===== src/rtl/s_u_seqdiv16_8_if.sv =====
// Handshake bundle for the sequential unsigned divider: operand channel in,
// result channel out, each with its own valid/ready pair.
interface s_u_seqdiv16_8_if #(
  parameter int N = 8
);
  logic           in_valid;
  logic           in_ready;
  logic [2*N-1:0] dividend;
  logic [N-1:0]   divisor;
  logic           out_valid;
  logic           out_ready;
  logic [N-1:0]   quotient;
  logic [N-1:0]   remainder;
  logic           div_by_zero;
  logic           overflow;

  modport master (
    output in_valid, dividend, divisor, out_ready,
    input  in_ready, out_valid, quotient, remainder, div_by_zero, overflow
  );

  modport slave (
    input  in_valid, dividend, divisor, out_ready,
    output in_ready, out_valid, quotient, remainder, div_by_zero, overflow
  );
endinterface


===== src/rtl/s_u_seqdiv16_8.sv =====
// Restoring divider, 2N-bit dividend by N-bit divisor, one quotient bit per
// clock. Divide-by-zero and quotient overflow are resolved at accept time.
//
// state | meaning
// IDLE  | waiting for operands, in_ready high
// RUN   | N restoring iterations, one quotient bit per edge
// DONE  | result presented, waiting for out_ready
module s_u_seqdiv16_8 #(
  parameter int N = 8
) (
  input logic             clk,
  input logic             rst_n,
  s_u_seqdiv16_8_if.slave bus
);
  localparam int CNT_W = $clog2(N);

  typedef enum logic [1:0] {IDLE, RUN, DONE} state_t;

  state_t state, state_nxt;

  logic [N-1:0]     rem_q;
  logic [N-1:0]     sreg;
  logic [N-1:0]     dvsr;
  logic [CNT_W-1:0] cnt;
  logic             out_valid_q;
  logic [N-1:0]     quot_q;
  logic [N-1:0]     rema_q;
  logic             dbz_q;
  logic             ovf_q;

  logic             in_ready_c;
  logic             accept;
  logic             is_zero;
  logic             is_ovf;
  logic             last_iter;
  logic [N:0]       t_val;
  logic             t_ge;
  logic [N-1:0]     rem_nxt;

  assign accept    = bus.in_valid && in_ready_c;
  assign is_zero   = (bus.divisor == '0);
  assign is_ovf    = (bus.dividend[2*N-1:N] >= bus.divisor);
  assign last_iter = (cnt == CNT_W'(N-1));

  // R never reaches the divisor, so N bits hold it; T carries the extra bit.
  always_comb begin
    t_val   = {rem_q, sreg[N-1]};
    t_ge    = (t_val >= {1'b0, dvsr});
    rem_nxt = t_ge ? (t_val[N-1:0] - dvsr) : t_val[N-1:0];
  end

  always_ff @(posedge clk or negedge rst_n) begin
    if (!rst_n) state <= IDLE;
    else        state <= state_nxt;
  end

  always_comb begin
    state_nxt = state;
    case (state)
      IDLE:    if (accept) state_nxt = (is_zero || is_ovf) ? DONE : RUN;
      RUN:     if (last_iter) state_nxt = DONE;
      DONE:    if (bus.out_ready) state_nxt = IDLE;
      default: state_nxt = IDLE;
    endcase
  end

  always_comb begin
    in_ready_c = 1'b0;
    if (rst_n && state == IDLE) in_ready_c = 1'b1;
  end

  always_ff @(posedge clk or negedge rst_n) begin
    if (!rst_n) begin
      rem_q       <= '0;
      sreg        <= '0;
      dvsr        <= '0;
      cnt         <= '0;
      out_valid_q <= 1'b0;
      quot_q      <= '0;
      rema_q      <= '0;
      dbz_q       <= 1'b0;
      ovf_q       <= 1'b0;
    end else begin
      case (state)
        IDLE: begin
          if (accept) begin
            dvsr <= bus.divisor;
            if (is_zero) begin
              dbz_q       <= 1'b1;
              ovf_q       <= 1'b0;
              quot_q      <= '1;
              rema_q      <= bus.dividend[N-1:0];
              out_valid_q <= 1'b1;
            end else if (is_ovf) begin
              dbz_q       <= 1'b0;
              ovf_q       <= 1'b1;
              quot_q      <= '1;
              rema_q      <= '0;
              out_valid_q <= 1'b1;
            end else begin
              rem_q <= bus.dividend[2*N-1:N];
              sreg  <= bus.dividend[N-1:0];
              cnt   <= '0;
            end
          end
        end
        RUN: begin
          rem_q <= rem_nxt;
          sreg  <= {sreg[N-2:0], t_ge};
          cnt   <= cnt + 1'b1;
          if (last_iter) begin
            quot_q      <= {sreg[N-2:0], t_ge};
            rema_q      <= rem_nxt;
            dbz_q       <= 1'b0;
            ovf_q       <= 1'b0;
            out_valid_q <= 1'b1;
          end
        end
        DONE: begin
          if (bus.out_ready) out_valid_q <= 1'b0;
        end
        default: out_valid_q <= 1'b0;
      endcase
    end
  end

  assign bus.in_ready    = in_ready_c;
  assign bus.out_valid   = out_valid_q;
  assign bus.quotient    = quot_q;
  assign bus.remainder   = rema_q;
  assign bus.div_by_zero = dbz_q;
  assign bus.overflow    = ovf_q;
endmodule


===== src/flat_wrapper.sv =====
// flat-port wrapper written by rule: the top's interface ports become plain ports
module s_u_seqdiv16_8_flat 
#(
  parameter int N = 8
)
  (clk, rst_n, bus_in_valid, bus_dividend, bus_divisor, bus_out_ready, bus_in_ready, bus_out_valid, bus_quotient, bus_remainder, bus_div_by_zero, bus_overflow);
  s_u_seqdiv16_8_if #(.N(N)) bus_i ();
  input logic clk;
  input logic rst_n;
  input wire logic [$bits(bus_i.in_valid)-1:0] bus_in_valid;
  input wire logic [$bits(bus_i.dividend)-1:0] bus_dividend;
  input wire logic [$bits(bus_i.divisor)-1:0] bus_divisor;
  input wire logic [$bits(bus_i.out_ready)-1:0] bus_out_ready;
  output wire logic [$bits(bus_i.in_ready)-1:0] bus_in_ready;
  output wire logic [$bits(bus_i.out_valid)-1:0] bus_out_valid;
  output wire logic [$bits(bus_i.quotient)-1:0] bus_quotient;
  output wire logic [$bits(bus_i.remainder)-1:0] bus_remainder;
  output wire logic [$bits(bus_i.div_by_zero)-1:0] bus_div_by_zero;
  output wire logic [$bits(bus_i.overflow)-1:0] bus_overflow;
  assign bus_i.in_valid = bus_in_valid;
  assign bus_i.dividend = bus_dividend;
  assign bus_i.divisor = bus_divisor;
  assign bus_i.out_ready = bus_out_ready;
  assign bus_in_ready = bus_i.in_ready;
  assign bus_out_valid = bus_i.out_valid;
  assign bus_quotient = bus_i.quotient;
  assign bus_remainder = bus_i.remainder;
  assign bus_div_by_zero = bus_i.div_by_zero;
  assign bus_overflow = bus_i.overflow;
  s_u_seqdiv16_8 #(.N(N)) u_core (.clk(clk), .rst_n(rst_n), .bus(bus_i));
endmodule

===== config.mk =====
export PLATFORM = sky130hd
export DESIGN_NAME = s_u_seqdiv16_8_flat
export DESIGN_NICKNAME = d
export VERILOG_FILES = /design/src/rtl/s_u_seqdiv16_8_if.sv /design/src/rtl/s_u_seqdiv16_8.sv /design/src/flat_wrapper.sv
export SDC_FILE = /design/constraint.sdc
export NUM_CORES = 1
export LEC_CHECK = 0
export ABC_AREA = 1
export CELL_PAD_IN_SITES_DETAIL_PLACEMENT = 0
export CELL_PAD_IN_SITES_GLOBAL_PLACEMENT = 2
export CORE_ASPECT_RATIO = 1.2
export CORE_MARGIN = 2
export CORE_UTILIZATION = 40
export CTS_BUF_LIST = sky130_fd_sc_hd__clkbuf_8
export DETAILED_ROUTE_END_ITERATION = 8
export DONT_BUFFER_PORTS = 1
export HOLD_SLACK_MARGIN = 0.06
export PLACE_DENSITY = 0.95
export SLEW_MARGIN = 20
export SYNTH_ARGS = -nofsm -noshare
export SYNTH_HDL_FRONTEND = slang
export SYNTH_SLANG_ARGS = --single-unit
export TNS_END_PERCENT = 1

===== constraint.sdc =====
create_clock -name clk -period 2.9 [get_ports clk]
set_clock_uncertainty 0.1 [all_clocks]
set_input_delay 0.58 -clock clk [delete_from_list [all_inputs] [get_ports clk]]
set_output_delay 0.58 -clock clk [all_outputs]
set_load 0.05 [all_outputs]

# Word level (Yosys, flattened, before mapping)
# Index checks and enable logic that the tools add are counted.
word_totals:
  output_inout_bits: 20
  elab_cells: 77
  register_bits: 48
op_classes:
  addsub: 2
  n_reduce_logical: 11
  mux: 43
  n_eq_ne: 9
  n_lt_le_gt_ge: 2
op_table:
  columns: ["op", "count"]
  rows:
  - ["8-bit two-way mux", 15]
  - ["8-bit case mux with 2 select lines", 4]
  - ["1-bit two-way mux", 12]
  - ["4-bit AND reduction", 3]
  - ["9-bit by 8-bit greater-or-equal comparator with 1-bit output", 1]
  - ["3-bit two-way mux", 3]
  - ["8-bit greater-or-equal comparator", 1]
  - ["8-bit zero test", 1]
  - ["2-bit two-way mux", 4]
  - ["8-bit subtractor", 1]
  - ["2-bit != test, second input constant", 3]
  - ["2-bit case mux with 3 select lines", 1]
  - ["3-bit case mux with 2 select lines", 1]
  - ["2-bit by 1-bit != test with 1-bit output, second input constant", 2]
  - ["1-bit case mux with 2 select lines", 2]
  - ["3-bit by 1-bit adder with 3-bit output, second input constant", 1]
  - ["3-bit == test, second input constant", 1]
  - ["3-bit by 1-bit != test with 1-bit output, second input constant", 1]
  - ["1-bit case mux with 3 select lines", 1]
  - ["3-bit AND reduction", 1]
  - ["2-bit by 1-bit == test with 1-bit output, second input constant", 1]
  - ["2-bit == test, second input constant", 1]
  - ["1-bit logical AND", 2]
  - ["2-bit zero test", 1]
  - ["other kinds (3)", 3]

# Logic depth before layout (Yosys ltp)
# Gate-level depths: netlist of run 1.
logic_depth:
  word_depth: 6
  depth_mapped: 15

# Least setup slack after synthesis of run 1
# Ideal clock, no wire load.
synth_path:
  kind: "input to register"
  startpoint: "input bus_divisor[7]"
  endpoint: "register u_core.rema_q[0] (netlist: u_core.bus.remainder[0])"
  path_stages: 11
  path_buffers: 1
  setup_ns: 0.066
  slack_ns: 0.785
  arrival_time_ns: 1.949
  cell_sequence: "inv_1 > ha_1 > a21o_1 > nor2_1 > nand4_1 > nand2_1 > nand2_2 > nand2_2 > buf_6 > nand2_1 > nand2_1"
synth_via:
  elab_chain_len: 4
  word_cells_on_any_way: 7
  cone_classes: "order compare (1); eq/ne (1); mux (3); reduce/logical (2)"
synth_lines:
  columns: ["item", "line", "text"]
  rows:
  - ["from (decl)", "flat_wrapper.sv:12", "input wire logic [$bits(bus_i.divisor)-1:0] bus_divisor;"]
  - ["parallel branches: the longest is 4 deep, another holds 8-bit greater-or-equal comparator", null, null]
  - ["to (signal assigned)", "s_u_seqdiv16_8.sv:92", "rema_q <= bus.dividend[N-1:0];"]
  - ["to (signal assigned)", "s_u_seqdiv16_8.sv:113", "rema_q <= rem_nxt;"]
  - ["to (decl)", "s_u_seqdiv16_8.sv:27", "logic [N-1:0] rema_q;"]
# Several ways; the timed one is not identified. The select of a mux whose other input is x is not followed.
# A chain may end at the register's enable or synchronous reset.

# Final worst setup path of run 1
layout_path:
  startpoint: "register u_core.dvsr[3]"
  endpoint: "register u_core.rema_q[2] (netlist: u_core.bus.remainder[2])"
layout_via:
  elab_chain_len: 4
layout_lines:
  columns: ["item", "line", "text"]
  rows:
  - ["from (decl)", "s_u_seqdiv16_8.sv:23", "logic [N-1:0] dvsr;"]
  - ["from (signal assigned)", "s_u_seqdiv16_8.sv:87", "dvsr <= bus.divisor;"]
  - ["9-bit by 8-bit greater-or-equal comparator with 1-bit output", "s_u_seqdiv16_8.sv:48", "t_ge = (t_val >= {1'b0, dvsr});"]
  - ["8-bit two-way mux", "s_u_seqdiv16_8.sv:49", "rem_nxt = t_ge ? (t_val[N-1:0] - dvsr) : t_val[N-1:0];"]
  - ["8-bit two-way mux", "s_u_seqdiv16_8.sv:111", "if (last_iter) begin"]
  - ["8-bit case mux with 2 select lines", "s_u_seqdiv16_8.sv:84", "case (state)"]
# No other way between the ends. The select of a mux whose other input is x is not followed.

==> flow_summary.toml, run 1 <==
[run_status]
status = "completed"

[global_routing]
grt_max_degree = 49
grt_overflow = 0
grt_pass1_vias = 2734
grt_use_total_pct = 19.68
antenna_found_initial = 0
grt_pass1_wl_microns = 13050

[sta]
setup-tns-final_ns = 0
slew_viol_final = 0
max_freq_mhz = 446.5
finalHoldViolations = 0
worst-slew-pin-transition_ns = 0.6319
fin_crit_ns = 2.240
period_share_pct = 77.22
setup_slack_ns = 0.6605
rsz0062_at_grt = "no"
setup_viol = 0
max_slew_margin_pct = 57.71
worst_hold_slack_ns = 0.3230

[logic_synthesis]
synth.distinct_cells = 30
ys_ff_latch = 48
synth_top_area_share_pct = 39.01
synth-seq-area-share_pct = 39.01
yosys_warnings = 0
yosys.area.top_type = "dfrtp_1"
synth.area.top_cells = "dfrtp_1 39%, nand2_1 21%, nand3_1 8.0%, ha_1 7.3%, inv_1 5.9%"
synth_cells = 430
avgSynthCellArea_sq_um = 7.161
postSynthNetCount = 477
syn-cell-area_sq_um = 3079

[power_and_ir_drop]
vdd_drop_max_mv = 0.6304
power_density_nw_per_um2 = 1342
total_leakage_power_nw = 1.799

[clock_network]
cts-buffers-inserted = 5
cts_resized = 0
cts.htree.levels = 2
insertion_delay_ns = 0.30
clk_pin_slew_worst_paths_ns = 0.09
cts_buffer_depth = 2
cts-root-buf = "clkbuf_8"
cts_sinks = 48
tritoncts = "built"

[route]
routed_wl_microns = 7724
drc = 0
drt-wirelength-per-cell_microns = 14.74
vias = 2702
ant_nets = 0
drt-initial-drc-count = 149
via_per_inst = 5.156
first_pass_iters = 4

[worst_setup_path]
cp.arrival_ns = 2.34
critPathLaunchType = "flop"
cp-end-kind = "flop"
required_ns = 3.00
worst_r2r_path_depth = 12
crit_path_max_fanout = 9
critical_path_class = "flop to flop"

[final_layout]
final_nets = 478
stdcell_area_sq_um = 3273
drive_gt1_share_pct = 7.407
area_growth_pct = 6.298
diodes = 0

[placed_design]
post-place-ws_ns = 0.4707
port_buffers = 0
hpwl_microns = 5972
placed_area_sq_um = 3143
gp_congestion = 0.8817

[floorplanning]
core_area_sq_um = 7576
io_pins = 48
start_util_pct = 40.64
dieArea_sq_um = 8419
fp.dieW_microns = 84.10
die_h_microns = 100.1
rows = 35

[flow_run]
cap_violations = 0

[worst_hold_path]
min_path_type = "input port to flop"
whs_path_depth = 1
## stage by stage
| step | util, % | instances | power [W] |
|---|---|---|---|
| 2_1_floorplan | - | 430 | 0.003458 |
| 3_3_place_gp | 41.49 | 514 | 0.003954 |
| 3_5_place_dp | 41.49 | 514 | 0.003978 |
| 4_1_cts | 43.20 | 524 | 0.004430 |
| 5_1_grt | 43.20 | 524 | 0.004854 |
| 6_report | 43.20 | 524 | 0.004391 |
## path summary, 6_finish.rpt
path / startpoint / end / slack, ns
hold / removal: bus_divisor[0] / u_core.dvsr[0] / 0.32
max in group asynchronous: rst_n / u_core.bus.remainder[6] / 1.78
setup reg to reg: u_core.dvsr[3] / u_core.bus.remainder[2] / 0.66
hold reg to reg: u_core.cnt[2] / u_core.cnt[2] / 0.38
setup / recovery: u_core.dvsr[3] / u_core.bus.remainder[2] / 0.66
min in group asynchronous: rst_n / u_core.sreg[1] / 0.71
## cells in the final DEF (no fill, tap or decap)
cell             n
nand2_1        169
nand3_1         49
inv_1           48
dfrtp_1         48
nor2_1          21
o21ai_0         20
ha_1            18
nand4_1         13
a21oi_1          6
clkbuf_8         6
nand2_2          4
xnor2_1          3
o21ai_2          3
buf_4            3
inv_2            2
nand3_2          2
clkinv_2         2
nor2_4           1
and2_4           1
a21o_1           1
nor2_2           1
nand2_4          1
or2_1            1
inv_4            1
mux2_2           1
a21oi_4          1
or2_2            1
clkinv_1         1
a21oi_2          1
fa_1             1
buf_16           1
dlygate4sd3_1    1
## logic make-up after synthesis
| logic type | count (synthesis) | share of synthesized area, % |
|---|---|---|
| mux | 1 | 0.3657 |
| flops | 48 | 39.01 |
| simple gates | 264 | 36.86 |
| compound gates | 32 | 6.136 |
| fa+ha+maj | 19 | 7.964 |
| xor+xnor | 3 | 0.8535 |
| buf+inv | 63 | 8.818 |
## Yosys cell counts (all sizes together)
| master | n |
|---|---|
| clkinv | 1 |
| a21oi | 8 |
| mux2 | 1 |
| nand2 | 174 |
| buf | 6 |
| ha | 18 |
| clkbuf | 5 |
| or2 | 2 |
| a21o | 1 |
| nand3 | 51 |
| xnor2 | 3 |
| nand4 | 13 |
| o21ai | 23 |
| inv | 51 |
| dfrtp | 48 |
| and2 | 1 |
| fa | 1 |
| nor2 | 23 |
## report_power, final
group | internal [W] | switching [W]
Clock | 0.000191 | 0.000226
Combinational | 0.000807 | 0.00162
Sequential | 0.000973 | 0.000574
## worst max-delay path, stage by stage (launching register included)
cell and delay (ns):
dfrtp_1 0.36, inv_1 0.06, ha_1 0.36, nand2_1 0.13, inv_1 0.04, nand2_1 0.10, nand2_1 0.06, nand2_1 0.05
nand4_1 0.35, nand3_1 0.24, nand3_1 0.14, nand2_1 0.09, nand2_1 0.04
## routing by layer
layer  share of wire (%)  vias to the layer above  GRT usage, %  routed length [microns]
met1                  42                     1270         22.80                     3232
met2                  52                       41         35.96                     3984
met4                 2.6                        0         8.189                      200
li1                    -                     1376             -                        -
met5                   0                        -             0                        0
met3                 4.0                       15         3.125                      307
## cell type report
type                    count  area, sq um
repair buffers              5        60.06
well taps                  92        115.1
multi-input cells         319         1607
flip-flops and latches     48         1201
inverters                  52        197.7
clock inverters             2        10.01
fillers                   831         4303
clock buffers               6        82.58
## repair_timing
action	CTS	global route
setup endpoints to repair	0	0
hold buffers	2	0
buffers inserted	0	0
endpoints found under the hold margin	48	0
## flip-flops by register name (all words and copies together), names as in the netlist
| signal | flops |
|---|---|
| u_core.dvsr | 8 |
| u_core.rem_q | 8 |
| u_core.sreg | 8 |
| u_core.state | 2 |
| u_core.bus.out_valid | 1 |
| u_core.bus.quotient | 8 |
| u_core.bus.div_by_zero | 1 |
| u_core.cnt | 3 |
| u_core.bus.remainder | 8 |
| u_core.bus.overflow | 1 |
Power figures use the tool's default switching activity.
==> inputs of run 2 (changes only) <==
- CORE_UTILIZATION: 40 -> 33
- PLACE_DENSITY: 0.95 -> 0.84
- clock period: 2.9 -> 1.91 ns (I/O delays scaled with it)
==> run 2 against run 1 <==
The run now ends with negative setup slack left. Final cell count increased by 15%. Largest power group unchanged. Worst hold slack got worse by 0.20 ns. Clock power increased by 140%. Combinational power increased by 130%. Highest routed layer unchanged. Utilization increased by 1.0 points. Non-clock buffer count increased by 49. Fmax increased by 17%. Die area increased by 20%.
==> flow_summary.toml, run 2 (synthesis gave the netlist of run 1 again) <==
[floorplanning]
dieArea_sq_um = 10120
start_util_pct = 33.91
fp.dieW_microns = 92.18
die_h_microns = 109.8
rows = 38
core_area_sq_um = 9081
io_pins = 48

[placed_design]
hpwl_microns = 6531
gp_congestion = 0.8584
post-place-ws_ns = -0.1290
placed_area_sq_um = 3506
port_buffers = 0

[route]
drt-initial-drc-count = 180
routed_wl_microns = 8667
via_per_inst = 4.767
ant_nets = 0
first_pass_iters = 4
drc = 0
vias = 2865
drt-wirelength-per-cell_microns = 14.42

[sta]
setup_slack_ns = -0.007091
period_share_pct = 100.4
setup_viol = 1
worst_hold_slack_ns = 0.1242
slew_viol_final = 0
max_slew_margin_pct = 66.57
rsz0062_at_grt = "yes"
worst-slew-pin-transition_ns = 0.5014
setup-tns-final_ns = -0.007091
max_freq_mhz = 521.6
finalHoldViolations = 0
fin_crit_ns = 1.917

[final_layout]
register_area_sq_um = 1201
drive_gt1_share_pct = 27.03
fillers = 962
diodes = 0
area_growth_pct = 30.43
final_nets = 527
final_util_pct = 44.23
mostFrequentLayoutCell = "nand2_1"
stdcell_area_sq_um = 4016
layout_common_cells = "157 x nand2_1, 48 x dfrtp_1, 47 x buf_4, 40 x inv_1, 34 x nand3_1"
multi_input_area_sq_um = 1844

[worst_setup_path]
cp.arrival_ns = 2.06
critPathLaunchType = "flop"
reg2reg_slack_ns = -0.007
cp-end-kind = "flop"
crit_path_max_fanout = 5
critical_path_class = "flop to flop"
required_ns = 2.05

[clock_network]
insertion_delay_ns = 0.31
cts_buffer_depth = 2
cts-root-buf = "clkbuf_8"
cts-buffers-inserted = 5
clk_pin_slew_worst_paths_ns = 0.09
cts_sinks = 48
cts.htree.levels = 2
tritoncts = "built"

[run_status]
failed_checks = "negative setup slack"
status = "finished, violations left"

[worst_hold_path]
min_path_type = "input port to flop"

[global_routing]
grt_pass1_wl_microns = 14470
grt_max_degree = 49
antenna_found_initial = 0
grt_use_total_pct = 18.36
grt_overflow = 0
grt_pass1_vias = 2979

[flow_run]
cap_violations = 0

[power_and_ir_drop]
vdd_drop_max_mv = 1.081
total_leakage_power_nw = 2.126
power_density_nw_per_um2 = 2203
run 2: layer usage:
| metal | up-vias | GRT usage (%) | part of all wire [%] |
|---|---|---|---|
| li1 | 1471 | - | - |
| met1 | 1337 | 21.52 | 41 |
| met2 | 45 | 34.03 | 52 |
| met3 | 12 | 3.084 | 4.2 |
| met4 | 0 | 6.290 | 2.4 |
| met5 | - | 0 | 0 |
run 2: timing repair:
action | 4_1_cts | 5_1_grt
hold endpoints to repair | 48 | 0
endpoints found under the setup margin | 17 | 18
setup buffers | 4 | 3
pin swaps | 8 | 9
hold buffers | 2 | 0
resized for setup | 36 | 23
cloned | 2 | 0
run 2: area by class of cell:
class                   count  share of cell area [%]
repair buffers             54                   11.56
multi-input cells         319                   45.92
clock inverters             3                   2.243
well taps                 120                   3.738
flip-flops and latches     48                   29.91
clock buffers               5                   1.713
inverters                  52                   4.922
run 2: report_power, final:
group / switching [W] / internal [W]
Combinational: 0.00306 / 0.00240
Clock: 0.000351 / 0.000654
Sequential: 0.000900 / 0.00148
Total: 0.00431 / 0.00454
run 2: final timing paths:
path / startpoint / to / depth (start not counted)
worst max-delay path: u_core.rem_q[2] / u_core.bus.remainder[2] / 11
worst min-delay path: bus_divisor[0] / u_core.dvsr[0] / 1
worst max register to register: u_core.rem_q[2] / u_core.bus.remainder[2] / 11
worst min register to register: u_core.cnt[2] / u_core.cnt[2] / 2
max in group asynchronous: rst_n / u_core.rem_q[6] / 2
min in group asynchronous: rst_n / u_core.state[1] / 2
run 2: stage by stage:
stage | power, W | std cells
2_1_floorplan | 0.005254 | 430
3_3_place_gp | 0.006846 | 582
3_5_place_dp | 0.006902 | 582
4_1_cts | 0.008594 | 598
5_1_grt | 0.009646 | 601
6_report | 0.008849 | 601
run 2: worst max-delay path, stage by stage, from the launching register on:
cell and delay [ns]:
dfrtp_1 0.43, ha_4 0.29, nand2_2 0.07, nor2_2 0.13, buf_4 0.11, nand3_1 0.07, nand4_1 0.18, buf_6 0.16
nand3_2 0.08, nand3_1 0.11, nand2_1 0.07, nand2_1 0.05
